--- src/rtl/sap_control_sequencer_if.sv ---
// Bus/control bundle between the SAP-U control sequencer and the datapath top level.
// Ports: bus and ram_prog_mode flow into the sequencer; PC/IR bus offers, step, halted
//        and all datapath control lines flow out of it.
interface sap_control_sequencer_if;
  logic [7:0] bus;
  logic       ram_prog_mode;
  logic       pc_enable;
  logic [3:0] pc_value;
  logic       ir_enable;
  logic [3:0] ir_operand;
  logic [3:0] ir_opcode;
  logic [2:0] step;
  logic       ram_load_mar_reg;
  logic       ram_output_enable;
  logic       ram_write_enable;
  logic       reg_a_load;
  logic       reg_a_enable;
  logic       reg_b_load;
  logic       alu_enable;
  logic       alu_subtract;
  logic       out_load;
  logic       halted;

  // Sequencer side
  modport master (
    input  bus, ram_prog_mode,
    output pc_enable, pc_value, ir_enable, ir_operand, ir_opcode, step,
           ram_load_mar_reg, ram_output_enable, ram_write_enable,
           reg_a_load, reg_a_enable, reg_b_load, alu_enable, alu_subtract,
           out_load, halted
  );

  // Datapath / top-level side
  modport slave (
    output bus, ram_prog_mode,
    input  pc_enable, pc_value, ir_enable, ir_operand, ir_opcode, step,
           ram_load_mar_reg, ram_output_enable, ram_write_enable,
           reg_a_load, reg_a_enable, reg_b_load, alu_enable, alu_subtract,
           out_load, halted
  );
endinterface

--- src/rtl/sap_control_sequencer.sv ---
// SAP-U control sequencer: PC, IR and a 5-step microstep counter decoded into datapath controls.
// Ports: clk, reset (async active-high) and the sequencer bundle (master modport).
// Controls are combinational from state; every instruction takes exactly STEPS clocks.
module sap_control_sequencer #(
  parameter int STEPS = 5
) (
  input  logic                         clk,
  input  logic                         reset,
  sap_control_sequencer_if.master      sif
);

  typedef enum logic [2:0] {T0 = 3'd0, T1 = 3'd1, T2 = 3'd2, T3 = 3'd3, T4 = 3'd4} step_t;

  localparam logic [3:0] OP_LDA = 4'h1;
  localparam logic [3:0] OP_ADD = 4'h2;
  localparam logic [3:0] OP_SUB = 4'h3;
  localparam logic [3:0] OP_STA = 4'h4;
  localparam logic [3:0] OP_LDI = 4'h5;
  localparam logic [3:0] OP_JMP = 4'h6;
  localparam logic [3:0] OP_OUT = 4'hE;
  localparam logic [3:0] OP_HLT = 4'hF;

  step_t      step_q, step_d;
  logic [3:0] pc_q, pc_d;
  logic [7:0] ir_q, ir_d;
  logic       halted_q, halted_d;

  logic pc_en, ir_en, mar_ld, ram_oe, ram_we, a_ld, a_en, b_ld, alu_en, alu_sub, out_ld;
  logic run;

  wire [3:0] opcode = ir_q[7:4];

  always_ff @(posedge clk or posedge reset) begin
    if (reset) begin
      step_q   <= T0;
      pc_q     <= 4'd0;
      ir_q     <= 8'h00;
      halted_q <= 1'b0;
    end else begin
      step_q   <= step_d;
      pc_q     <= pc_d;
      ir_q     <= ir_d;
      halted_q <= halted_d;
    end
  end

  // Program mode outranks halt; both freeze every piece of state.
  assign run = !sif.ram_prog_mode && !halted_q;

  always_comb begin
    step_d   = step_q;
    pc_d     = pc_q;
    ir_d     = ir_q;
    halted_d = halted_q;
    if (run) begin
      if (int'(step_q) == STEPS - 1) step_d = T0;
      else                           step_d = step_t'(step_q + 3'd1);
      if (step_q == T1) begin
        ir_d = sif.bus;
        pc_d = pc_q + 4'd1;
      end else if (step_q == T2 && opcode == OP_JMP) begin
        pc_d = sif.bus[3:0];
      end else if (step_q == T2 && opcode == OP_HLT) begin
        halted_d = 1'b1;
      end
    end
  end

  // Reset is included directly so controls drop the instant reset rises,
  // not only once the async clear has propagated through the state.
  always_comb begin
    pc_en   = 1'b0;
    ir_en   = 1'b0;
    mar_ld  = 1'b0;
    ram_oe  = 1'b0;
    ram_we  = 1'b0;
    a_ld    = 1'b0;
    a_en    = 1'b0;
    b_ld    = 1'b0;
    alu_en  = 1'b0;
    alu_sub = 1'b0;
    out_ld  = 1'b0;
    if (!reset && run) begin
      unique case (step_q)
        T0: begin pc_en = 1'b1; mar_ld = 1'b1; end
        T1: ram_oe = 1'b1;
        T2: begin
          case (opcode)
            OP_LDA, OP_ADD, OP_SUB, OP_STA: begin ir_en = 1'b1; mar_ld = 1'b1; end
            OP_LDI:                         begin ir_en = 1'b1; a_ld = 1'b1; end
            OP_JMP:                         ir_en = 1'b1;
            OP_OUT:                         begin a_en = 1'b1; out_ld = 1'b1; end
            default: ;
          endcase
        end
        T3: begin
          case (opcode)
            OP_LDA:         begin ram_oe = 1'b1; a_ld = 1'b1; end
            OP_ADD, OP_SUB: begin ram_oe = 1'b1; b_ld = 1'b1; end
            OP_STA:         begin a_en = 1'b1; ram_we = 1'b1; end
            default: ;
          endcase
        end
        T4: begin
          if (opcode == OP_ADD || opcode == OP_SUB) begin
            alu_en  = 1'b1;
            a_ld    = 1'b1;
            alu_sub = (opcode == OP_SUB);
          end
        end
        default: ;
      endcase
    end
  end

  assign sif.pc_enable         = pc_en;
  assign sif.ir_enable         = ir_en;
  assign sif.ram_load_mar_reg  = mar_ld;
  assign sif.ram_output_enable = ram_oe;
  assign sif.ram_write_enable  = ram_we;
  assign sif.reg_a_load        = a_ld;
  assign sif.reg_a_enable      = a_en;
  assign sif.reg_b_load        = b_ld;
  assign sif.alu_enable        = alu_en;
  assign sif.alu_subtract      = alu_sub;
  assign sif.out_load          = out_ld;
  assign sif.pc_value          = pc_q;
  assign sif.ir_operand        = ir_q[3:0];
  assign sif.ir_opcode         = ir_q[7:4];
  assign sif.step              = step_q;
  assign sif.halted            = halted_q;

endmodule

--- src/flat_wrapper.sv ---
// flat-port wrapper written by rule: the top's interface ports become plain ports
module sap_control_sequencer_flat 
#(
  parameter int STEPS = 5
)
  (clk, reset, sif_bus, sif_ram_prog_mode, sif_pc_enable, sif_pc_value, sif_ir_enable, sif_ir_operand, sif_ir_opcode, sif_step, sif_ram_load_mar_reg, sif_ram_output_enable, sif_ram_write_enable, sif_reg_a_load, sif_reg_a_enable, sif_reg_b_load, sif_alu_enable, sif_alu_subtract, sif_out_load, sif_halted);
  sap_control_sequencer_if sif_i ();
  input  logic clk;
  input  logic reset;
  input wire logic [$bits(sif_i.bus)-1:0] sif_bus;
  input wire logic [$bits(sif_i.ram_prog_mode)-1:0] sif_ram_prog_mode;
  output wire logic [$bits(sif_i.pc_enable)-1:0] sif_pc_enable;
  output wire logic [$bits(sif_i.pc_value)-1:0] sif_pc_value;
  output wire logic [$bits(sif_i.ir_enable)-1:0] sif_ir_enable;
  output wire logic [$bits(sif_i.ir_operand)-1:0] sif_ir_operand;
  output wire logic [$bits(sif_i.ir_opcode)-1:0] sif_ir_opcode;
  output wire logic [$bits(sif_i.step)-1:0] sif_step;
  output wire logic [$bits(sif_i.ram_load_mar_reg)-1:0] sif_ram_load_mar_reg;
  output wire logic [$bits(sif_i.ram_output_enable)-1:0] sif_ram_output_enable;
  output wire logic [$bits(sif_i.ram_write_enable)-1:0] sif_ram_write_enable;
  output wire logic [$bits(sif_i.reg_a_load)-1:0] sif_reg_a_load;
  output wire logic [$bits(sif_i.reg_a_enable)-1:0] sif_reg_a_enable;
  output wire logic [$bits(sif_i.reg_b_load)-1:0] sif_reg_b_load;
  output wire logic [$bits(sif_i.alu_enable)-1:0] sif_alu_enable;
  output wire logic [$bits(sif_i.alu_subtract)-1:0] sif_alu_subtract;
  output wire logic [$bits(sif_i.out_load)-1:0] sif_out_load;
  output wire logic [$bits(sif_i.halted)-1:0] sif_halted;
  assign sif_i.bus = sif_bus;
  assign sif_i.ram_prog_mode = sif_ram_prog_mode;
  assign sif_pc_enable = sif_i.pc_enable;
  assign sif_pc_value = sif_i.pc_value;
  assign sif_ir_enable = sif_i.ir_enable;
  assign sif_ir_operand = sif_i.ir_operand;
  assign sif_ir_opcode = sif_i.ir_opcode;
  assign sif_step = sif_i.step;
  assign sif_ram_load_mar_reg = sif_i.ram_load_mar_reg;
  assign sif_ram_output_enable = sif_i.ram_output_enable;
  assign sif_ram_write_enable = sif_i.ram_write_enable;
  assign sif_reg_a_load = sif_i.reg_a_load;
  assign sif_reg_a_enable = sif_i.reg_a_enable;
  assign sif_reg_b_load = sif_i.reg_b_load;
  assign sif_alu_enable = sif_i.alu_enable;
  assign sif_alu_subtract = sif_i.alu_subtract;
  assign sif_out_load = sif_i.out_load;
  assign sif_halted = sif_i.halted;
  sap_control_sequencer #(.STEPS(STEPS)) u_core (.clk(clk), .reset(reset), .sif(sif_i));
endmodule
--- config.mk ---
export PLATFORM = sky130hd
export DESIGN_NAME = sap_control_sequencer_flat
export DESIGN_NICKNAME = d
export VERILOG_FILES = /design/src/rtl/sap_control_sequencer_if.sv /design/src/rtl/sap_control_sequencer.sv /design/src/flat_wrapper.sv
export SDC_FILE = /design/constraint.sdc
export NUM_CORES = 1
export LEC_CHECK = 0
export BUFFER_PORTS_ARGS = -buffer_cell sky130_fd_sc_hd__buf_4
export CELL_PAD_IN_SITES_DETAIL_PLACEMENT = 0
export CELL_PAD_IN_SITES_GLOBAL_PLACEMENT = 2
export CORE_MARGIN = 2
export CORE_UTILIZATION = 24
export DETAILED_ROUTE_END_ITERATION = 12
export HOLD_SLACK_MARGIN = 0.03
export PLACE_DENSITY_LB_ADDON = 0.1
export SLEW_MARGIN = 20
export SYNTH_ARGS = -nofsm -noshare
export SYNTH_HDL_FRONTEND = slang
export SYNTH_SLANG_ARGS = --single-unit
--- constraint.sdc ---
create_clock -name clk -period 1.4 [get_ports clk]
set_input_delay 0.07 -clock clk [delete_from_list [all_inputs] [get_ports clk]]
set_output_delay 0.07 -clock clk [all_outputs]
set_load 0.01 [all_outputs]
After elaboration in Yosys (flattened, before gate mapping)

Index checks and enable logic that the tools add are counted.

Register bits after elaboration: 16
Bits of input ports: 11
Logic and storage cells: 73
Output and inout port bits: 27

Bitwise gates (word level): 2
Equality and inequality tests: 13
Muxes and demuxes: 35
Reduce and logical (&&, ||, !) cells: 17
Add/subtract/negate cells: 2

Operators by type and width:

| kind                                          | number |
|---|---|
| two-way mux 1 bit                             | 28 |
| == test 4 x 3 -> 1 bit, second input constant | 3 |
| == test 4 x 2 -> 1 bit, second input constant | 2 |
| == test 4 bit, second input constant          | 2 |
| two-way mux 4 bit                             | 2 |
| == test 3 x 2 -> 1 bit, second input constant | 2 |
| == test 3 bit, second input constant          | 2 |
| one-hot mux 1 bit (2 select lines)            | 3 |
| OR reduction 6 bit                            | 1 |
| adder 4 x 1 -> 4 bit, second input constant   | 1 |
| == test 4 x 1 -> 1 bit, second input constant | 1 |
| logical AND 1 bit                             | 4 |
| AND reduction 2 bit                           | 2 |
| AND reduction 4 bit                           | 1 |
| OR reduction 4 bit                            | 1 |
| adder 3 x 1 -> 3 bit, second input constant   | 1 |
| == test 3 x 1 -> 1 bit, second input constant | 1 |
| logical NOT 1 bit                             | 3 |
| logical NOT 3 bit                             | 1 |
| two-way mux 3 bit                             | 1 |
| one-hot mux 1 bit (3 select lines)            | 1 |
| OR reduction 3 bit                            | 1 |
| inverter 1 bit                                | 2 |
| nonzero test 2 bit                            | 1 |
| 2 further kinds                               | 2 |

Depth between registers and ports, before layout

Gate-level depths: netlist of run 1.

Word-level depth: 5
Depth in mapped cells: 7
Gate-level depth less buffers: 6

Worst setup path after synthesis of run 1

No wires, ideal clock.

Path kind: register -> output
Start: register u_core.step_q[2], in the netlist u_core.sif.step[2]
End: output sif_reg_a_load
Buffers on the path: 1
Slack: -0.278 ns
Arrival time: 1.608 ns
Cell stages (with the launch flop): 7
Required time: 1.330 ns
Cell sequence: dfrtp_1 -> buf_4 -> inv_1 -> ha_1 -> o21bai_1 -> or4b_1 -> a21boi_1

Cells in the longest elaborated chain, start to end: 3
Elaborated cells between the ends (all ways): 5
Classes of those cells: eq/ne (3); mux (2)

Ends and longest elaborated chain:

| what                                                           | RTL line                    | source |
|---|---|---|
| start, declared                                                | sap_control_sequencer.sv:23 | `step_t step_q, step_d;` |
| start signal, assigned                                         | sap_control_sequencer.sv:40 | `step_q <= step_d;` |
| == test 3 bit / == test 3 x 2 -> 1 bit (equally long branches) | sap_control_sequencer.sv:84 | `unique case (step_q)` |
| one-hot mux 1 bit (3 select lines) (*)                         | sap_control_sequencer.sv:84 |  |
| two-way mux 1 bit (*)                                          | sap_control_sequencer.sv:83 | `if (!reset && run) begin` |
| end, declared                                                  | flat_wrapper.sv:21          | `output wire logic [$bits(sif_i.reg_a_load)-1:0] sif_reg_a_load;` |

Every way passes the cells marked *; elsewhere a longest branch is shown, timed or not.

Worst setup path in the final report of run 1

Start: register u_core.step_q[1], in the netlist u_core.sif.step[1]
End: output sif_reg_a_load

The elaborated chain is that of the path after synthesis.

==> run_summary.xml, run 1 <==
<?xml version="1.0" encoding="UTF-8"?>
<metrics>
  <group name="clock_network">
    <metric name="cts.htree.levels" unit="">1</metric>
    <metric name="cts_tree" unit="">done</metric>
    <metric name="clock_path_buffers" unit="">2</metric>
    <metric name="cts_root_buffer" unit="">sky130_fd_sc_hd__clkbuf_8</metric>
    <metric name="cts_made_buffers" unit="">3</metric>
    <metric name="clock_sink_count" unit="">16</metric>
    <metric name="clock_latency" unit="ps">250</metric>
    <metric name="clkSlewWorstSetupHoldPaths" unit="ps">70</metric>
  </group>
  <group name="global_routing">
    <metric name="groute.layer.met2.usage" unit="%">26.8</metric>
    <metric name="grt_first_pass_wirelength" unit="mm">5.96</metric>
    <metric name="grt_start_max_net_pins" unit="">17</metric>
    <metric name="antenna_found_initial" unit="">0</metric>
    <metric name="gr_util_all_layers" unit="%">15.0</metric>
    <metric name="grt-ovfl-total" unit="">0</metric>
    <metric name="grt_util_met1" unit="%">18.4</metric>
    <metric name="global_route.peak_usage_layer" unit="">met2</metric>
    <metric name="first_global_vias" unit="">1235</metric>
    <metric name="met3_capacity_usage_during_global_routing" unit="%">2.31</metric>
  </group>
  <group name="outcome">
    <metric name="run_status" unit="">finished, violations left</metric>
    <metric name="failed_checks" unit="">negative setup slack</metric>
  </group>
  <group name="sta">
    <metric name="final.setup.worst_slack" unit="ps">-447</metric>
    <metric name="max_slew.worst_pin.slew" unit="ps">242</metric>
    <metric name="finalClockSkew" unit="ps">2.36</metric>
    <metric name="hold_viol_final" unit="">0</metric>
    <metric name="max_clock_freq" unit="GHz">0.541</metric>
    <metric name="worst_slew_margin_rel" unit="%">83.8</metric>
    <metric name="drv_slew" unit="">0</metric>
    <metric name="finalSetupViolCount" unit="">23</metric>
    <metric name="period_minus_slack" unit="ps">1850</metric>
    <metric name="setup_repair_after_global_routing_missed_its_margin" unit="">yes</metric>
    <metric name="final_min_period_over_clock_period" unit="%">132</metric>
  </group>
  <group name="worst_setup_path">
    <metric name="timing.critical_path.to_type" unit="">primary output</metric>
    <metric name="worst-endpoint-arrival" unit="ps">1780</metric>
    <metric name="r2r_end" unit="">u_core.sif.pc_value[0]$_DFFE_PP0P_</metric>
    <metric name="timing_worst_setup_path_type" unit="">reg -&gt; out</metric>
    <metric name="timing.reg2reg.setup_slack" unit="ps">-250</metric>
    <metric name="worstPathMaxFanout" unit="">4</metric>
    <metric name="timing.rr.start" unit="">u_core.sif.step[1]$_DFFE_PP0P_</metric>
    <metric name="setup.worst_path.start_class" unit="">flip-flop</metric>
    <metric name="worst_ep_required_time" unit="ps">1330</metric>
    <metric name="critical_path.startpoint" unit="">u_core.sif.step[1]$_DFFE_PP0P_</metric>
    <metric name="worst_r2r_path_depth" unit="">8</metric>
    <metric name="endpoint" unit="">sif_reg_a_load</metric>
  </group>
  <group name="routing">
    <metric name="detail-route-antenna-nets" unit="">0</metric>
    <metric name="totalWireLength" unit="mm">3.45</metric>
    <metric name="drt_first_iter_violations" unit="">31</metric>
    <metric name="vias" unit="">1187</metric>
    <metric name="number_of_vias_per_cell" unit="">4.62</metric>
    <metric name="detail_route.drc_violations" unit="">0</metric>
    <metric name="wl_per_cell" unit="um">13.4</metric>
    <metric name="dr.pass1.iters" unit="">4</metric>
  </group>
  <group name="synthesis">
    <metric name="postSynthRegisterBits" unit="">16</metric>
    <metric name="synth_cell_types" unit="">36</metric>
    <metric name="synthesis.yosys.warnings" unit="">0</metric>
    <metric name="syn_avg_cell_area" unit="um2">8.23</metric>
    <metric name="synthCells" unit="">128</metric>
    <metric name="synth_nets" unit="">145</metric>
    <metric name="ys_seq_area_share" unit="%">38.0</metric>
    <metric name="synth.cell_area" unit="um2">1050</metric>
  </group>
  <group name="floorplan">
    <metric name="io_pins" unit="">38</metric>
    <metric name="die_h" unit="um">70.3</metric>
    <metric name="die_area" unit="um2">4940</metric>
    <metric name="std_cell_rows" unit="">24</metric>
    <metric name="starting_density" unit="%">24.5</metric>
    <metric name="die_width" unit="um">70.3</metric>
    <metric name="total_core_area" unit="um2">4290</metric>
  </group>
  <group name="cells_and_area">
    <metric name="insertedDiodeCount" unit="">0</metric>
    <metric name="drive_above_1_share" unit="%">51.2</metric>
    <metric name="nets" unit="">223</metric>
    <metric name="syn_to_final_growth" unit="%">86.3</metric>
    <metric name="final_core_utilization" unit="%">45.7</metric>
  </group>
  <group name="hold_path">
    <metric name="hold_path.class" unit="">in -&gt; reg</metric>
    <metric name="timing.hold.worst.start" unit="">sif_bus[2]</metric>
  </group>
  <group name="placement">
    <metric name="dp_slack" unit="ps">-264</metric>
    <metric name="globalplace.congestion" unit="">0.761</metric>
    <metric name="hpwl" unit="mm">2.58</metric>
    <metric name="numPortBuffers" unit="">37</metric>
  </group>
  <group name="power_and_ir_drop">
    <metric name="fin_total_pwr" unit="uW">3800</metric>
    <metric name="ir_drop" unit="V">0.000711</metric>
    <metric name="cellPowerDensity" unit="nW/um2">1930</metric>
    <metric name="power.static_leakage" unit="uW">0.000921</metric>
  </group>
  <group name="job">
    <metric name="max_cap_viol_count" unit="">0</metric>
  </group>
</metrics>
## synth_stat cells
cell type / n / area, um2
sky130_fd_sc_hd__nand2_1: 29 / 109
sky130_fd_sc_hd__dfrtp_1: 16 / 400
sky130_fd_sc_hd__nor2_1: 10 / 37.5
sky130_fd_sc_hd__a21oi_1: 7 / 35.0
sky130_fd_sc_hd__ha_1: 6 / 75.1
sky130_fd_sc_hd__inv_1: 5 / 18.8
sky130_fd_sc_hd__o21ai_0: 5 / 25.0
sky130_fd_sc_hd__nor3_1: 4 / 20.0
sky130_fd_sc_hd__and3_1: 3 / 18.8
sky130_fd_sc_hd__buf_2: 3 / 15.0
sky130_fd_sc_hd__nand2b_1: 3 / 18.8
sky130_fd_sc_hd__o22ai_1: 3 / 18.8
sky130_fd_sc_hd__a31oi_1: 2 / 12.5
sky130_fd_sc_hd__and2_1: 2 / 12.5
sky130_fd_sc_hd__clkbuf_1: 2 / 7.51
sky130_fd_sc_hd__nand3_1: 2 / 10.0
sky130_fd_sc_hd__nand4_1: 2 / 12.5
sky130_fd_sc_hd__nor2b_1: 2 / 12.5
sky130_fd_sc_hd__nor3b_1: 2 / 15.0
sky130_fd_sc_hd__nor4_1: 2 / 12.5
sky130_fd_sc_hd__o211ai_1: 2 / 15.0
sky130_fd_sc_hd__or3_1: 2 / 12.5
sky130_fd_sc_hd__a21boi_1: 1 / 7.51
sky130_fd_sc_hd__a31o_2: 1 / 8.76
sky130_fd_sc_hd__and2b_4: 1 / 10.0
sky130_fd_sc_hd__and4_1: 1 / 8.76
sky130_fd_sc_hd__and4b_1: 1 / 10.0
sky130_fd_sc_hd__buf_4: 1 / 7.51
sky130_fd_sc_hd__buf_6: 1 / 11.3
sky130_fd_sc_hd__nand3_2: 1 / 10.0
sky130_fd_sc_hd__nor2_2: 1 / 6.26
sky130_fd_sc_hd__nor4b_1: 1 / 8.76
sky130_fd_sc_hd__nor4b_4: 1 / 23.8
sky130_fd_sc_hd__o21bai_1: 1 / 7.51
sky130_fd_sc_hd__or4b_1: 1 / 10.0
sky130_fd_sc_hd__xnor2_1: 1 / 8.76
## where the power goes
| group | internal, uW | switching, uW |
|---|---|---|
| Clock | 250 | 173 |
| Sequential | 680 | 207 |
| Combinational | 1330 | 1160 |
| Total | 2260 | 1540 |
## metrics by stage
stage / instances / hold WS (ps) / setup TNS, ps / instance area (um2)
floorplan: 128 / -16.4 / -197 / 1140
global placement: 237 / 115 / -1060 / 1640
detailed placement: 237 / 114 / -1710 / 1640
CTS: 257 / 30.7 / -4800 / 1940
global route: 257 / 35.3 / -6900 / 1960
finish: 257 / 31.6 / -4820 / 1960
## placed cells by master, fill, tap and decap left out, types with 3 or more instances in the layout
master and instances:
sky130_fd_sc_hd__and3_1 3, sky130_fd_sc_hd__a21oi_1 6, sky130_fd_sc_hd__clkbuf_8 4, sky130_fd_sc_hd__nand2_1 29
sky130_fd_sc_hd__dfrtp_1 14, sky130_fd_sc_hd__buf_4 68, sky130_fd_sc_hd__dlygate4sd3_1 8, sky130_fd_sc_hd__o21ai_0 5
sky130_fd_sc_hd__inv_1 3, sky130_fd_sc_hd__buf_6 3, sky130_fd_sc_hd__o22ai_1 3, sky130_fd_sc_hd__ha_4 5
sky130_fd_sc_hd__nor2_1 9, sky130_fd_sc_hd__nor3_1 4
## cells by family (layout without fill, tap and decap cells)
kind of cell    after synthesis  in the layout  share of synthesized area, %
simple gates                 71             71                          36.0
buf+inv                      12             89                          5.70
compound gates               22             22                          12.4
fa+ha+maj                     6              6                          7.13
flops                        16             16                          38.0
xor+xnor                      1              1                         0.832
## layer usage
layer / wire [um] / share of wire [%] / vias to the layer above
met3: 106 / 3.1 / 4
met1: 1500 / 44 / 562
met5: 0 / 0 / -
met4: 42 / 1.2 / 0
li1: - / - / 599
met2: 1790 / 52 / 22
## state kept, by name (all words and copies together) (netlist names)
name,count
u_core.ir_q,8
u_core.sif.halted,1
u_core.sif.pc_value,4
u_core.sif.step,3
## how the worst min path moves through the flow
stage | end | slack (ps) | cells past startpoint
floorplan | u_core.ir_q[0]$_DFFE_PP0P_ | -20 | 1
global placement | u_core.sif.step[1]$_DFFE_PP0P_ | 120 | 3
detailed placement | u_core.sif.step[1]$_DFFE_PP0P_ | 110 | 3
CTS | u_core.ir_q[2]$_DFFE_PP0P_ | 30 | 3
global route | u_core.ir_q[2]$_DFFE_PP0P_ | 40 | 3
finish | u_core.ir_q[2]$_DFFE_PP0P_ | 30 | 3
## repair_timing
item,in CTS,in global routing
pin swaps,11,8
setup endpoints to repair,23,25
hold endpoints to repair,23,0
hold buffers,8,0
resized for setup,20,5
setup buffers,8,1
## worst max-delay path, cell delays in order, from the launching register on
cell	delay [ps]
sky130_fd_sc_hd__dfrtp_1	420
sky130_fd_sc_hd__buf_4	170
sky130_fd_sc_hd__inv_4	70
sky130_fd_sc_hd__ha_4	140
sky130_fd_sc_hd__or4b_4	460
sky130_fd_sc_hd__a21boi_2	150
sky130_fd_sc_hd__buf_4	130
## layout make-up
cell class / instances / area, um2
fillers: 429 / 2330
multi-input cells: 100 / 772
repair buffers: 80 / 644
flip-flops and latches: 16 / 403
well taps: 52 / 65.1
clock buffers: 4 / 55.1
inverters: 5 / 23.8
Power figures use the tool's default switching activity.
==> run 2: changes to the inputs <==
--- a/config.mk
+++ b/config.mk
@@ -13,7 +13,8 @@
 export DETAILED_ROUTE_END_ITERATION = 12
 export HOLD_SLACK_MARGIN = 0.03
 export PLACE_DENSITY_LB_ADDON = 0.1
-export SLEW_MARGIN = 20
+export REMOVE_ABC_BUFFERS = 1
+export SLEW_MARGIN = 10
 export SYNTH_ARGS = -nofsm -noshare
 export SYNTH_HDL_FRONTEND = slang
 export SYNTH_SLANG_ARGS = --single-unit
==> run 2 against run 1 <==
  * Largest cell class unchanged
  * The run still ends with negative setup slack left
  * Non-clock buffer count grew 12
  * Flip-flop and latch count is the same
  * Largest power group unchanged
  * Sequential share of layout area shrank 1.1 points
  * Critical path depth is the same
  * Sequential power grew 2.7%
  * Clock skew grew 2.8 ps
==> run_summary.xml, run 2 (synthesis gave the netlist of run 1 again) <==
<?xml version="1.0" encoding="UTF-8"?>
<metrics>
  <group name="floorplan">
    <metric name="io_pins" unit="">38</metric>
    <metric name="starting_density" unit="%">24.5</metric>
    <metric name="std_cell_rows" unit="">24</metric>
    <metric name="die_area" unit="um2">4940</metric>
    <metric name="die_width" unit="um">70.3</metric>
    <metric name="total_core_area" unit="um2">4290</metric>
    <metric name="die_h" unit="um">70.3</metric>
  </group>
  <group name="routing">
    <metric name="drt_first_iter_violations" unit="">42</metric>
    <metric name="dr.pass1.iters" unit="">4</metric>
    <metric name="number_of_vias_per_cell" unit="">4.69</metric>
    <metric name="wl_per_cell" unit="um">13.9</metric>
    <metric name="detail_route.drc_violations" unit="">0</metric>
    <metric name="vias" unit="">1262</metric>
    <metric name="totalWireLength" unit="mm">3.74</metric>
    <metric name="detail-route-antenna-nets" unit="">0</metric>
  </group>
  <group name="worst_setup_path">
    <metric name="cpLargestDelayFamily" unit="">simple AND/OR/NAND/NOR gates</metric>
    <metric name="worst_ep_required_time" unit="ps">1330</metric>
    <metric name="critical_path.max_stage_delay" unit="ps">470</metric>
    <metric name="worst-endpoint-arrival" unit="ps">1780</metric>
    <metric name="worstPathMaxFanout" unit="">3</metric>
    <metric name="setup.worst_path.start_class" unit="">flip-flop</metric>
    <metric name="critical_path.slowest_cell" unit="">sky130_fd_sc_hd__or4b_1</metric>
    <metric name="worst_path_cell_trace" unit="">ha_4 &gt; ha_4 &gt; o21bai_1 &gt; or4b_1 &gt; a21boi_1 &gt; buf_4</metric>
    <metric name="path_common_cell" unit="">sky130_fd_sc_hd__ha_4</metric>
    <metric name="timing.critical_path.to_type" unit="">primary output</metric>
    <metric name="timing_worst_setup_path_type" unit="">reg -&gt; out</metric>
    <metric name="cp.buffers_inverters" unit="">1</metric>
  </group>
  <group name="cells_and_area">
    <metric name="syn_to_final_growth" unit="%">97.4</metric>
    <metric name="insertedDiodeCount" unit="">0</metric>
    <metric name="layout.cells.most_common_list" unit="">sky130_fd_sc_hd__buf_4 (72), sky130_fd_sc_hd__nand2_1 (24), sky130_fd_sc_hd__dfrtp_1 (13), sky130_fd_sc_hd__buf_6 (11), sky130_fd_sc_hd__dlygate4sd3_1 (9)</metric>
    <metric name="nets" unit="">235</metric>
    <metric name="regMostFlops" unit="">u_core.ir_q</metric>
    <metric name="drive_above_1_share" unit="%">57.1</metric>
    <metric name="largest_reg_flops" unit="">8</metric>
    <metric name="layout_commonest_cell" unit="">sky130_fd_sc_hd__buf_4</metric>
  </group>
  <group name="power_and_ir_drop">
    <metric name="power.static_leakage" unit="uW">0.000988</metric>
    <metric name="power.switching" unit="uW">1640</metric>
    <metric name="clock_power_share" unit="%">10.3</metric>
    <metric name="share_seq_of_total_power" unit="%">22.3</metric>
    <metric name="cellPowerDensity" unit="nW/um2">1970</metric>
    <metric name="switching_share" unit="%">40.1</metric>
    <metric name="ir_drop" unit="V">0.000664</metric>
    <metric name="internal_power" unit="uW">2450</metric>
    <metric name="combinationalPowerShare" unit="%">67.4</metric>
  </group>
  <group name="clock_network">
    <metric name="cts.htree.levels" unit="">1</metric>
    <metric name="clock_sink_count" unit="">16</metric>
    <metric name="clock_path_buffers" unit="">2</metric>
    <metric name="cts_root_buffer" unit="">sky130_fd_sc_hd__clkbuf_8</metric>
    <metric name="cts_tree" unit="">done</metric>
    <metric name="cts_made_buffers" unit="">3</metric>
    <metric name="clock_latency" unit="ps">250</metric>
    <metric name="clkSlewWorstSetupHoldPaths" unit="ps">70</metric>
  </group>
  <group name="outcome">
    <metric name="run_status" unit="">finished, violations left</metric>
    <metric name="failed_checks" unit="">negative setup slack</metric>
  </group>
  <group name="sta">
    <metric name="max_slew.worst_pin.slew" unit="ps">239</metric>
    <metric name="finalHoldWorstSlack" unit="ps">161</metric>
    <metric name="max_clock_freq" unit="GHz">0.542</metric>
    <metric name="worst_slew_margin_rel" unit="%">84.0</metric>
    <metric name="finalClockSkew" unit="ps">5.15</metric>
    <metric name="finalSetupViolCount" unit="">23</metric>
    <metric name="final.setup.worst_slack" unit="ps">-446</metric>
    <metric name="period_minus_slack" unit="ps">1850</metric>
    <metric name="final_min_period_over_clock_period" unit="%">132</metric>
    <metric name="drv_slew" unit="">0</metric>
    <metric name="setup_repair_after_global_routing_missed_its_margin" unit="">yes</metric>
    <metric name="hold_viol_final" unit="">0</metric>
  </group>
  <group name="global_routing">
    <metric name="antenna_found_initial" unit="">0</metric>
    <metric name="grt_start_max_net_pins" unit="">14</metric>
    <metric name="first_global_vias" unit="">1234</metric>
    <metric name="gr_util_all_layers" unit="%">14.7</metric>
    <metric name="grt-ovfl-total" unit="">0</metric>
    <metric name="grt_first_pass_wirelength" unit="mm">5.84</metric>
  </group>
  <group name="placement">
    <metric name="globalplace.congestion" unit="">0.703</metric>
    <metric name="dp_slack" unit="ps">-265</metric>
    <metric name="hpwl" unit="mm">2.70</metric>
    <metric name="numPortBuffers" unit="">37</metric>
  </group>
  <group name="job">
    <metric name="max_cap_viol_count" unit="">0</metric>
  </group>
  <group name="hold_path">
    <metric name="hold_path.class" unit="">in -&gt; reg</metric>
  </group>
</metrics>
==> run 2: metal layers <==
| layer | up-vias | track usage [%] | wire length (um) |
|---|---|---|---|
| met4 | 0 | 4.49 | 38 |
| met3 | 4 | 3.46 | 177 |
| met5 | - | 0 | 0 |
| met1 | 600 | 18.2 | 1590 |
| met2 | 37 | 25.2 | 1930 |
| li1 | 621 | - | - |
==> run 2: repair_timing <==
item                                    CTS  global route
setup buffers                             6            11
pin swaps                                10            10
resized for setup                        19            39
endpoints found under the setup margin   26            26
gates cloned                              0             0
endpoints found under the hold margin    24             0
hold buffers                              9             0
==> run 2: through the flow <==
step           TNS (ps)  instance area, um2  utilization, %  instances  power (uW)
4_1_cts           -3710                1850            43.1        259        3640
6_report          -4370                2080            48.4        269        4090
5_1_grt           -6190                2080            48.4        269        4420
3_3_place_gp      -1620                1580            36.8        240        2920
3_5_place_dp      -2140                1580            36.8        240        2960
2_1_floorplan     -1220                1010               -        121        1810
==> run 2: cell type report <==
cell class	count	area [um2]
fillers	434	2210
multi-input cells	100	777
repair buffers	92	754
flip-flops and latches	16	404
well taps	52	65.1
clock buffers	4	55.1
inverters	5	23.8
==> run 2: final timing paths <==
check | from | endpoint | slack (ps) | cells past startpoint
hold reg to reg | u_core.ir_q[0]$_DFFE_PP0P_ | u_core.ir_q[0]$_DFFE_PP0P_ | 470 | 2
max in group asynchronous | reset | u_core.ir_q[4]$_DFFE_PP0P_ | 690 | 4
setup / recovery | u_core.sif.step[0]$_DFFE_PP0P_ | sif_reg_a_load | -450 | 6
min in group asynchronous | reset | u_core.sif.step[2]$_DFFE_PP0P_ | 280 | 3
hold / removal | sif_ram_prog_mode | u_core.sif.step[0]$_DFFE_PP0P_ | 160 | 3
setup reg to reg | u_core.sif.step[0]$_DFFE_PP0P_ | u_core.sif.step[0]$_DFFE_PP0P_ | -190 | 11
==> run 2: power by group through the flow <==
stage               Sequential [uW]  Clock (uW)  Combinational, uW
floorplan                      1050           0                766
global placement                876           0               2040
detailed placement              882           0               2080
CTS                             872         437               2330
global route                    950         457               3020
finish                          911         422               2760
==> run 2: worst min-delay path, cell delays in order <==
cell,delay (ps)
sky130_fd_sc_hd__buf_4,140
sky130_fd_sc_hd__o21ai_0,100
sky130_fd_sc_hd__o21ai_2,60
